===== config.mk =====
export PLATFORM = sky130hd
export DESIGN_NAME = tdm_mux_tx_flat
export DESIGN_NICKNAME = d
export VERILOG_FILES = /design/src/rtl/tdm_mux_tx_pkg.sv /design/src/rtl/tdm_mux_tx_if.sv /design/src/rtl/tdm_mux_tx_piso_shift.sv /design/src/rtl/tdm_mux_tx.sv /design/src/flat_wrapper.sv
export SDC_FILE = /design/constraint.sdc
export NUM_CORES = 1
export LEC_CHECK = 0
export BUFFER_PORTS_ARGS = -buffer_cell sky130_fd_sc_hd__buf_2
export CAP_MARGIN = 20
export CORE_AREA = 8 8 104 59
export DETAILED_ROUTE_END_ITERATION = 10
export DIE_AREA = 0 0 112 67
export PLACE_DENSITY = 0.74
export SYNTH_ARGS = -nofsm -noshare
export SYNTH_HDL_FRONTEND = slang
export SYNTH_SLANG_ARGS = --single-unit

===== constraint.sdc =====
create_clock -name clk -period 2.3 [get_ports clk]
set_clock_uncertainty 0.1 [all_clocks]
set_input_delay 0 -clock clk [delete_from_list [all_inputs] [get_ports clk]]
set_output_delay 0 -clock clk [all_outputs]
set_load 0.05 [all_outputs]

===== src/rtl/tdm_mux_tx_pkg.sv =====
// Shared definitions for the TDM serial link (transmitter and demux receiver).
// Holds default frame geometry, derived counter widths, the FSM state encoding
// and small width helpers usable from parameterised modules and interfaces.
package tdm_mux_tx_pkg;

    localparam int NCH_DEF = 4;
    localparam int W_DEF   = 8;

    typedef enum logic {
        IDLE  = 1'b0,
        SHIFT = 1'b1
    } state_e;

    // Width of the channel index; never narrower than one bit.
    function automatic int sel_width(input int nch);
        return (nch > 1) ? $clog2(nch) : 1;
    endfunction

    // Width of the frame bit counter (0 .. nch*w-1).
    function automatic int cnt_width(input int nch, input int w);
        return (nch * w > 1) ? $clog2(nch * w) : 1;
    endfunction

    localparam int CNT_W = cnt_width(NCH_DEF, W_DEF);
    localparam int SEL_W = sel_width(NCH_DEF);

endpackage


===== src/rtl/tdm_mux_tx_if.sv =====
// Parallel-side interface of the TDM transmitter.
//   load    : capture request (master -> slave)
//   ch_data : NCH packed channel words, channel c at [c*W +: W]
//   ready   : a capture would be accepted at the next edge
//   busy    : frame in progress
//   sd      : serial data, MSB first, channel 0 first
//   sync    : high during frame bit 0
//   ch_sel  : index of the channel currently on sd
interface tdm_mux_tx_if
    import tdm_mux_tx_pkg::*;
#(
    parameter int NCH = NCH_DEF,
    parameter int W   = W_DEF
) ();

    localparam int SEL_W_L = sel_width(NCH);

    logic                 load;
    logic [NCH*W-1:0]     ch_data;
    logic                 ready;
    logic                 busy;
    logic                 sd;
    logic                 sync;
    logic [SEL_W_L-1:0]   ch_sel;

    modport master (
        output load, ch_data,
        input  ready, busy, sd, sync, ch_sel
    );

    modport slave (
        input  load, ch_data,
        output ready, busy, sd, sync, ch_sel
    );

endinterface


===== src/rtl/tdm_mux_tx_piso_shift.sv =====
// N-bit parallel-in / serial-out shift register.
//   clk, rst : clock, asynchronous active-high reset (clears the register)
//   load     : capture d (has priority over shift_en)
//   shift_en : shift left by one, zero fill
//   d        : parallel input
//   q        : current MSB
module piso_shift #(
    parameter int N = 32
) (
    input  logic         clk,
    input  logic         rst,
    input  logic         load,
    input  logic         shift_en,
    input  logic [N-1:0] d,
    output logic         q
);

    logic [N-1:0] sr_q;
    logic [N-1:0] sr_d;

    always_comb begin
        sr_d = sr_q;
        if (load) begin
            sr_d = d;
        end else if (shift_en) begin
            sr_d = {sr_q[N-2:0], 1'b0};
        end
    end

    always_ff @(posedge clk or posedge rst) begin
        if (rst) begin
            sr_q <= '0;
        end else begin
            sr_q <= sr_d;
        end
    end

    assign q = sr_q[N-1];

endmodule


===== src/rtl/tdm_mux_tx.sv =====
// TDM serial transmitter: captures NCH words of W bits and sends them as one
// frame, channel 0 first, MSB first, with a frame sync on bit 0 and a channel
// index alongside. Back-to-back frames are possible with no gap cycle.
//   clk : system clock, rising edge
//   rst : asynchronous active-high reset
//   bus : tdm_mux_tx_if slave (load, ch_data in; ready, busy, sd, sync, ch_sel out)
module tdm_mux_tx
    import tdm_mux_tx_pkg::*;
#(
    parameter int NCH = NCH_DEF,
    parameter int W   = W_DEF
) (
    input  logic          clk,
    input  logic          rst,
    tdm_mux_tx_if.slave   bus
);

    localparam int NBITS  = NCH * W;
    localparam int CNT_WL = cnt_width(NCH, W);
    localparam int SEL_WL = sel_width(NCH);
    localparam int POS_W  = (W > 1) ? $clog2(W) : 1;

    state_e              state_q, state_d;
    logic [CNT_WL-1:0]   bit_cnt_q, bit_cnt_d;
    logic [POS_W-1:0]    pos_q, pos_d;
    logic [SEL_WL-1:0]   ch_sel_q, ch_sel_d;
    logic                load_en;
    logic                shift_en;
    logic                last;
    logic                msb;
    logic [NBITS-1:0]    frame;

    // Channel 0 goes to the top of the shift register so it leaves first.
    always_comb begin
        frame = '0;
        for (int unsigned c = 0; c < NCH; c++) begin
            frame[(NCH - 1 - c) * W +: W] = bus.ch_data[c * W +: W];
        end
    end

    assign last = (bit_cnt_q == CNT_WL'(NBITS - 1));

    always_comb begin
        state_d   = state_q;
        bit_cnt_d = bit_cnt_q;
        pos_d     = pos_q;
        ch_sel_d  = ch_sel_q;
        load_en   = 1'b0;
        shift_en  = 1'b0;
        case (state_q)
            IDLE: begin
                if (bus.load) begin
                    load_en   = 1'b1;
                    state_d   = SHIFT;
                    bit_cnt_d = '0;
                    pos_d     = '0;
                    ch_sel_d  = '0;
                end
            end
            SHIFT: begin
                if (last) begin
                    // Counters restart either way; a load here chains the next frame.
                    bit_cnt_d = '0;
                    pos_d     = '0;
                    ch_sel_d  = '0;
                    if (bus.load) begin
                        load_en = 1'b1;
                    end else begin
                        state_d = IDLE;
                    end
                end else begin
                    shift_en  = 1'b1;
                    bit_cnt_d = bit_cnt_q + CNT_WL'(1);
                    // Channel index advances once the LSB of a word has been sent.
                    if (pos_q == POS_W'(W - 1)) begin
                        pos_d    = '0;
                        ch_sel_d = ch_sel_q + SEL_WL'(1);
                    end else begin
                        pos_d = pos_q + POS_W'(1);
                    end
                end
            end
            default: state_d = IDLE;
        endcase
    end

    always_ff @(posedge clk or posedge rst) begin
        if (rst) begin
            state_q   <= IDLE;
            bit_cnt_q <= '0;
            pos_q     <= '0;
            ch_sel_q  <= '0;
        end else begin
            state_q   <= state_d;
            bit_cnt_q <= bit_cnt_d;
            pos_q     <= pos_d;
            ch_sel_q  <= ch_sel_d;
        end
    end

    piso_shift #(
        .N (NBITS)
    ) u_piso (
        .clk      (clk),
        .rst      (rst),
        .load     (load_en),
        .shift_en (shift_en),
        .d        (frame),
        .q        (msb)
    );

    assign bus.busy   = (state_q == SHIFT);
    assign bus.ready  = (state_q == IDLE) || ((state_q == SHIFT) && last);
    assign bus.sd     = (state_q == SHIFT) && msb;
    assign bus.sync   = (state_q == SHIFT) && (bit_cnt_q == '0);
    assign bus.ch_sel = ch_sel_q;

endmodule

===== src/flat_wrapper.sv =====
// flat-port wrapper written by rule: the top's interface ports become plain ports
module tdm_mux_tx_flat import tdm_mux_tx_pkg::*;
#(
    parameter int NCH = NCH_DEF,
    parameter int W   = W_DEF
)
  (clk, rst, bus_load, bus_ch_data, bus_ready, bus_busy, bus_sd, bus_sync, bus_ch_sel);
  tdm_mux_tx_if #(.NCH(NCH), .W(W)) bus_i ();
  input  logic clk;
  input  logic rst;
  input wire logic [$bits(bus_i.load)-1:0] bus_load;
  input wire logic [$bits(bus_i.ch_data)-1:0] bus_ch_data;
  output wire logic [$bits(bus_i.ready)-1:0] bus_ready;
  output wire logic [$bits(bus_i.busy)-1:0] bus_busy;
  output wire logic [$bits(bus_i.sd)-1:0] bus_sd;
  output wire logic [$bits(bus_i.sync)-1:0] bus_sync;
  output wire logic [$bits(bus_i.ch_sel)-1:0] bus_ch_sel;
  assign bus_i.load = bus_load;
  assign bus_i.ch_data = bus_ch_data;
  assign bus_ready = bus_i.ready;
  assign bus_busy = bus_i.busy;
  assign bus_sd = bus_i.sd;
  assign bus_sync = bus_i.sync;
  assign bus_ch_sel = bus_i.ch_sel;
  tdm_mux_tx #(.NCH(NCH), .W(W)) u_core (.clk(clk), .rst(rst), .bus(bus_i));
endmodule

After elaboration in Yosys (flattened, before gate mapping):

Cells that the tools add are included.

* eq/ne operators: 4
* bitwise logic cells: 1
* reduce and logical (&&, ||, !) cells: 7
* add/sub/neg operators: 3
* muxes and demuxes: 20

Operators by type and width (number)
* two-way mux 32 bit: 2
* two-way mux 5 bit: 2
* case mux 5 bit (2 select lines): 1
* two-way mux 3 bit: 3
* two-way mux 2 bit: 3
* case mux 3 bit (2 select lines): 1
* adder 5 x 1 -> 5 bit, second input constant: 1
* equality test 5 bit, second input constant: 1
* zero test 5 bit: 1
* two-way mux 1 bit: 5
* case mux 1 bit (2 select lines): 2
* case mux 2 bit (2 select lines): 1
* adder 3 x 1 -> 3 bit, second input constant: 1
* equality test 3 bit, second input constant: 1
* logical AND 1 bit: 3
* inequality test 3 bit, second input constant: 1
* adder 2 x 1 -> 2 bit, second input constant: 1
* inequality test 2 bit, second input constant: 1
* AND reduction 2 bit: 1
* nonzero test 2 bit: 1
* logical OR 1 bit: 1
* inverter 1 bit: 1

* register bits after elaboration: 43
* word-level logic and storage cells: 40
* input bits: 35
* output and inout port bits: 6

Logic depth before layout (Yosys ltp):

* depth in word-level cells: 5
* mapped depth: 8
* gate-level depth less buffers: 7

Modules after synthesis:

A second synthesis with hierarchy kept.

* cell total of the unflattened synthesis: 200
* area total of the unflattened synthesis: 2117.0 um^2

By module, submodules not included
* piso_shift: times used 1, area each 1519.0 um^2, cells each 140, seq. area each 800.8 um^2
* tdm_mux_tx: times used 1, area each 598.1 um^2, cells each 60, seq. area each 275.3 um^2

Worst setup path after synthesis:

Ideal clock, no wire load.

* path type: flip-flop to output port
* from: register u_core.state_q (netlist: u_core.bus.busy)
* to: output port bus_sync
* arrival time: 2.302 ns
* stages on the path, launching flop included: 4
* path buffers: 1
* data required time: 2.200 ns
* path slack: -0.102 ns
* path through: dfrtp_1 -> buf_6 -> nand2_1 -> nor4_1

* cells in the longest elaborated chain, start to end: 1

RTL lines
* start, declared: RTL line tdm_mux_tx.sv:23 `state_e state_q, state_d;`
* start signal, assigned: RTL line tdm_mux_tx.sv:94 `state_q <= state_d;`
* logical AND 1 bit: RTL line tdm_mux_tx.sv:115 `assign bus.sync = (state_q == SHIFT) && (bit_cnt_q == '0);`
* end, declared: RTL line flat_wrapper.sv:16 `output wire logic [$bits(bus_i.sync)-1:0] bus_sync;`

Every way passes these cells.

Worst setup path after layout:

* from: register u_core.bit_cnt_q[0]
* to: register u_core.u_piso.sr_q[28]

* cells in the longest elaborated chain, start to end: 4
* elaborated cells on any way between the ends: 7
* those cells by class: eq/ne: 1; mux: 5; reduce/logical: 1

RTL lines
* start, declared: RTL line tdm_mux_tx.sv:24 `logic [CNT_WL-1:0] bit_cnt_q, bit_cnt_d;`
* start signal, assigned: RTL line tdm_mux_tx.sv:95 `bit_cnt_q <= bit_cnt_d;`
* equality test 5 bit *: RTL line tdm_mux_tx.sv:41 `assign last = (bit_cnt_q == CNT_WL'(NBITS - 1));`
* two-way mux 1 bit: RTL line tdm_mux_tx.sv:61 `if (last) begin`
* case mux 1 bit (2 select lines) / two-way mux 1 bit (equally long branches): RTL line tdm_mux_tx.sv:50 `case (state_q)`
* two-way mux 32 bit / nonzero test 2 bit (equally long branches)
* end signal, assigned: RTL line tdm_mux_tx_piso_shift.sv:34 `sr_q <= sr_d;`
* end, declared: RTL line tdm_mux_tx_piso_shift.sv:18 `logic [N-1:0] sr_q;`

Mark *: on every way between the ends. The rest lies on a longest branch, timed or not.
A chain may end at the register's enable or synchronous reset.

==> results by group <==
Place
  • Port bufs: 40
  • RePlAce Congestion: 0.753
  • DP HPWL: 3060 um
  • Placed Cells: 259
  • Dpl ws: -23.9 ps

Global route
  • Largest net degree at the start of global routing: 44
  • Antenna violations before repair: 0
  • Overflow after GRT: 0
  • Vias in the first global route: 1591
  • First-pass GRT wire length: 7820 um
  • Total GRT Usage: 13.4%

Cells and area
  • Share of cells above drive strength 1: 51.9%
  • Final non-filler cell total: 303
  • FILL cells: 340
  • P&R area growth vs syn: 34.8%
  • Final core utilization: 64.7%
  • Nets: 283
  • Diode count: 0

Routing
  • Routed vias: 1496
  • WL/cell: 16.4 um
  • 1st-iter DRT viols: 49
  • Final ANT Viol Nets: 0
  • # DRC: 0
  • Pre-Repair DR Iteration Count: 4
  • Vias/cell: 4.94
  • Drt total wl: 4960 um

Setup path
  • Critical path buffers and inverters: 1
  • RR Startpoint: u_core.bit_cnt_q[0]
  • Critical Path AT: 2310 ps
  • Startpoint Class: flop
  • CP max stage delay: 390 ps
  • Crit path max-delay family: multiplexers
  • Crit-path max FO: 8
  • CP max stage cell: dfrtp_1
  • Worst Path Required: 2390 ps
  • CP startpoint: u_core.bit_cnt_q[0]
  • Crit Path Class: reg2reg
  • Worst path cell trace: ha_2, and3_1, ha_2, nor2b_4, clkbuf_16, mux2_2, mux2_2
  • Crit end category: flop
  • R2r setup slk: 70 ps

Die
  • Core area: 0.00468 mm^2
  • Top-level I/O count: 41
  • Floorplan row count: 18
  • DIE WIDTH: 112 um
  • Initial core utilization: 48.0%
  • Die Y: 67 um
  • Die area: 0.00750 mm^2

Synthesis
  • Commonest register cell after synthesis: dfrtp_1
  • Top cell type's share of synthesized area: 47.8%
  • Synth cell count leaders: dfrtp_1, mux2_2, mux2_4
  • Synth async-reset ratio: 100%
  • Post-synthesis cell count: 158
  • Yosys warns: 0
  • Sequential area share after synthesis: 47.8%
  • Syn Area/Cell: 14.2 um^2
  • Number of enable flip-flop cells after synthesis: 0
  • Ranking of synthesized cells by area: dfrtp_1, mux2_2, mux2_4
  • Leading area contributor after synthesis: dfrtp_1
  • Cell Area, Synth: 0.00225 mm^2
  • Number of synthesized register bits: 43
  • Post-Syn Nets: 199
  • Distinct cell type count after synthesis: 25
  • Count leader, synth: dfrtp_1

Timing
  • Hold Vio Cnt, Final: 0
  • Sum Neg Setup Slack: 0 ps
  • Period utilization: 96.8%
  • Worst-margin pin slew: 683 ps
  • Pins over their slew limit: 0
  • Max transition margin: 54.3%
  • Final setup fails: 0
  • Unrepaired setup endpoints after global routing: false
  • PnR worst setup slack: 72.9 ps
  • Min Tclk post-route: 2230 ps
  • Fmax achieved: 0.449 GHz

Clocking
  • H-tree levels: 2
  • CTS tree: yes
  • CTS buffer count: 5
  • # clock sinks: 43
  • Clk buf depth: 2
  • Clk root buf: clkbuf_8
  • Worst skew pair latency: 290 ps
  • Reg clk slew, reported paths: 90 ps

Min path
  • HP Class: in2async

Power and ir drop
  • P_leak: 1.55 nW
  • Pwr Density: 975 mW/mm^2
  • Worst vdd ir: 0.449 mV
  • Design Power: 2.96 mW

Run
  • Max-cap violations: 0

Status
  • Outcome: complete, no violations
## timing repair
action	CTS	global route
endpoints found under the hold margin	77	0
hold buffers	34	0
gates resized for setup	2	5
buffers inserted	0	1
cloned	0	1
endpoints found under the setup margin	5	11
## stage by stage
step | cell area, um^2 | hold slack, ps
detailed placement | 2550 | 62.2
CTS | 2980 | 296
floorplan | 2260 | 8.37
global placement | 2550 | 62.6
finish | 3030 | 279
global route | 3030 | 341
## final cells by class
class | instances | area [um^2] | area share [%]
clock buffers | 6 | 72.6 | 2.39
multi-input cells | 101 | 1090 | 36.0
inverters | 6 | 27.5 | 0.908
repair buffers | 85 | 678 | 22.4
clock inverters | 2 | 12.5 | 0.413
well taps | 60 | 75.1 | 2.48
flip-flops and latches | 43 | 1080 | 35.5
## routing by layer
metal | global-route usage, % | vias up | wire, um
li1 | - | 732 | -
met1 | 17.3 | 727 | 2410
met4 | 4.66 | 0 | 70
met3 | 3.61 | 6 | 167
met2 | 21.3 | 31 | 2310
met5 | 0 | - | 0
## final timing paths
path                                     endpoint  cells past startpoint
setup / recovery           u_core.u_piso.sr_q[28]                      7
hold / removal             u_core.u_piso.sr_q[13]                      4
setup reg to reg           u_core.u_piso.sr_q[28]                      7
hold reg to reg              u_core.bus.ch_sel[1]                      1
max in group asynchronous  u_core.u_piso.sr_q[17]                      4
min in group clk           u_core.u_piso.sr_q[25]                      3
## worst min-delay path, stage by stage
cell and delay (ps):
dlygate4sd3_1 530, buf_2 120, inv_1 40, buf_4 460
## kinds of logic (layout without fill, tap and decap cells)
kind of cell	count (synthesis)	in the layout	synth area share, %
multiplexers	65	65	36.4
AO/OA/AOI/OAI	12	12	3.50
flip-flops	43	43	47.8
AND/OR/NAND/NOR	18	18	4.73
adder cells (fa/ha/maj)	6	6	3.34
buffers and inverters	14	99	4.17
## placed cells by master (no fill, tap or decap)
| cell type | instances |
|---|---|
| dfrtp_1 | 43 |
| buf_2 | 40 |
| mux2_2 | 39 |
| dlygate4sd3_1 | 34 |
| mux2_4 | 24 |
| buf_4 | 7 |
| nand2_1 | 6 |
| inv_1 | 5 |
| clkbuf_8 | 5 |
| a22o_1 | 4 |
| o21ai_0 | 4 |
| ha_1 | 4 |
| buf_12 | 3 |
| nor3b_1 | 2 |
| a21oi_1 | 2 |
| nand2b_1 | 2 |
| mux2i_1 | 2 |
| ha_2 | 2 |
| nor2_1 | 1 |
| nor2b_4 | 1 |
| inv_6 | 1 |
| o22ai_1 | 1 |
| a21o_1 | 1 |
| nand3_1 | 1 |
| or3_1 | 1 |
| nand4b_1 | 1 |
| and2_1 | 1 |
| nor4_2 | 1 |
| and3_1 | 1 |
| clkinv_2 | 1 |
| clkbuf_1 | 1 |
| clkinvlp_4 | 1 |
| clkbuf_16 | 1 |
## flip-flops by register name, summed over array words and instances, names as in the netlist
register	flops
u_core.u_piso.sr_q	32
u_core.pos_q	3
u_core.bus.busy	1
u_core.bit_cnt_q	5
u_core.bus.ch_sel	2
## power by group
group	internal, mW	switching, mW	leakage, nW
clock	0.213	0.273	0.0412
sequential	1.05	0.185	0.560
combinational	0.733	0.508	0.953
Note: power is estimated with default switching activity, not from simulation.
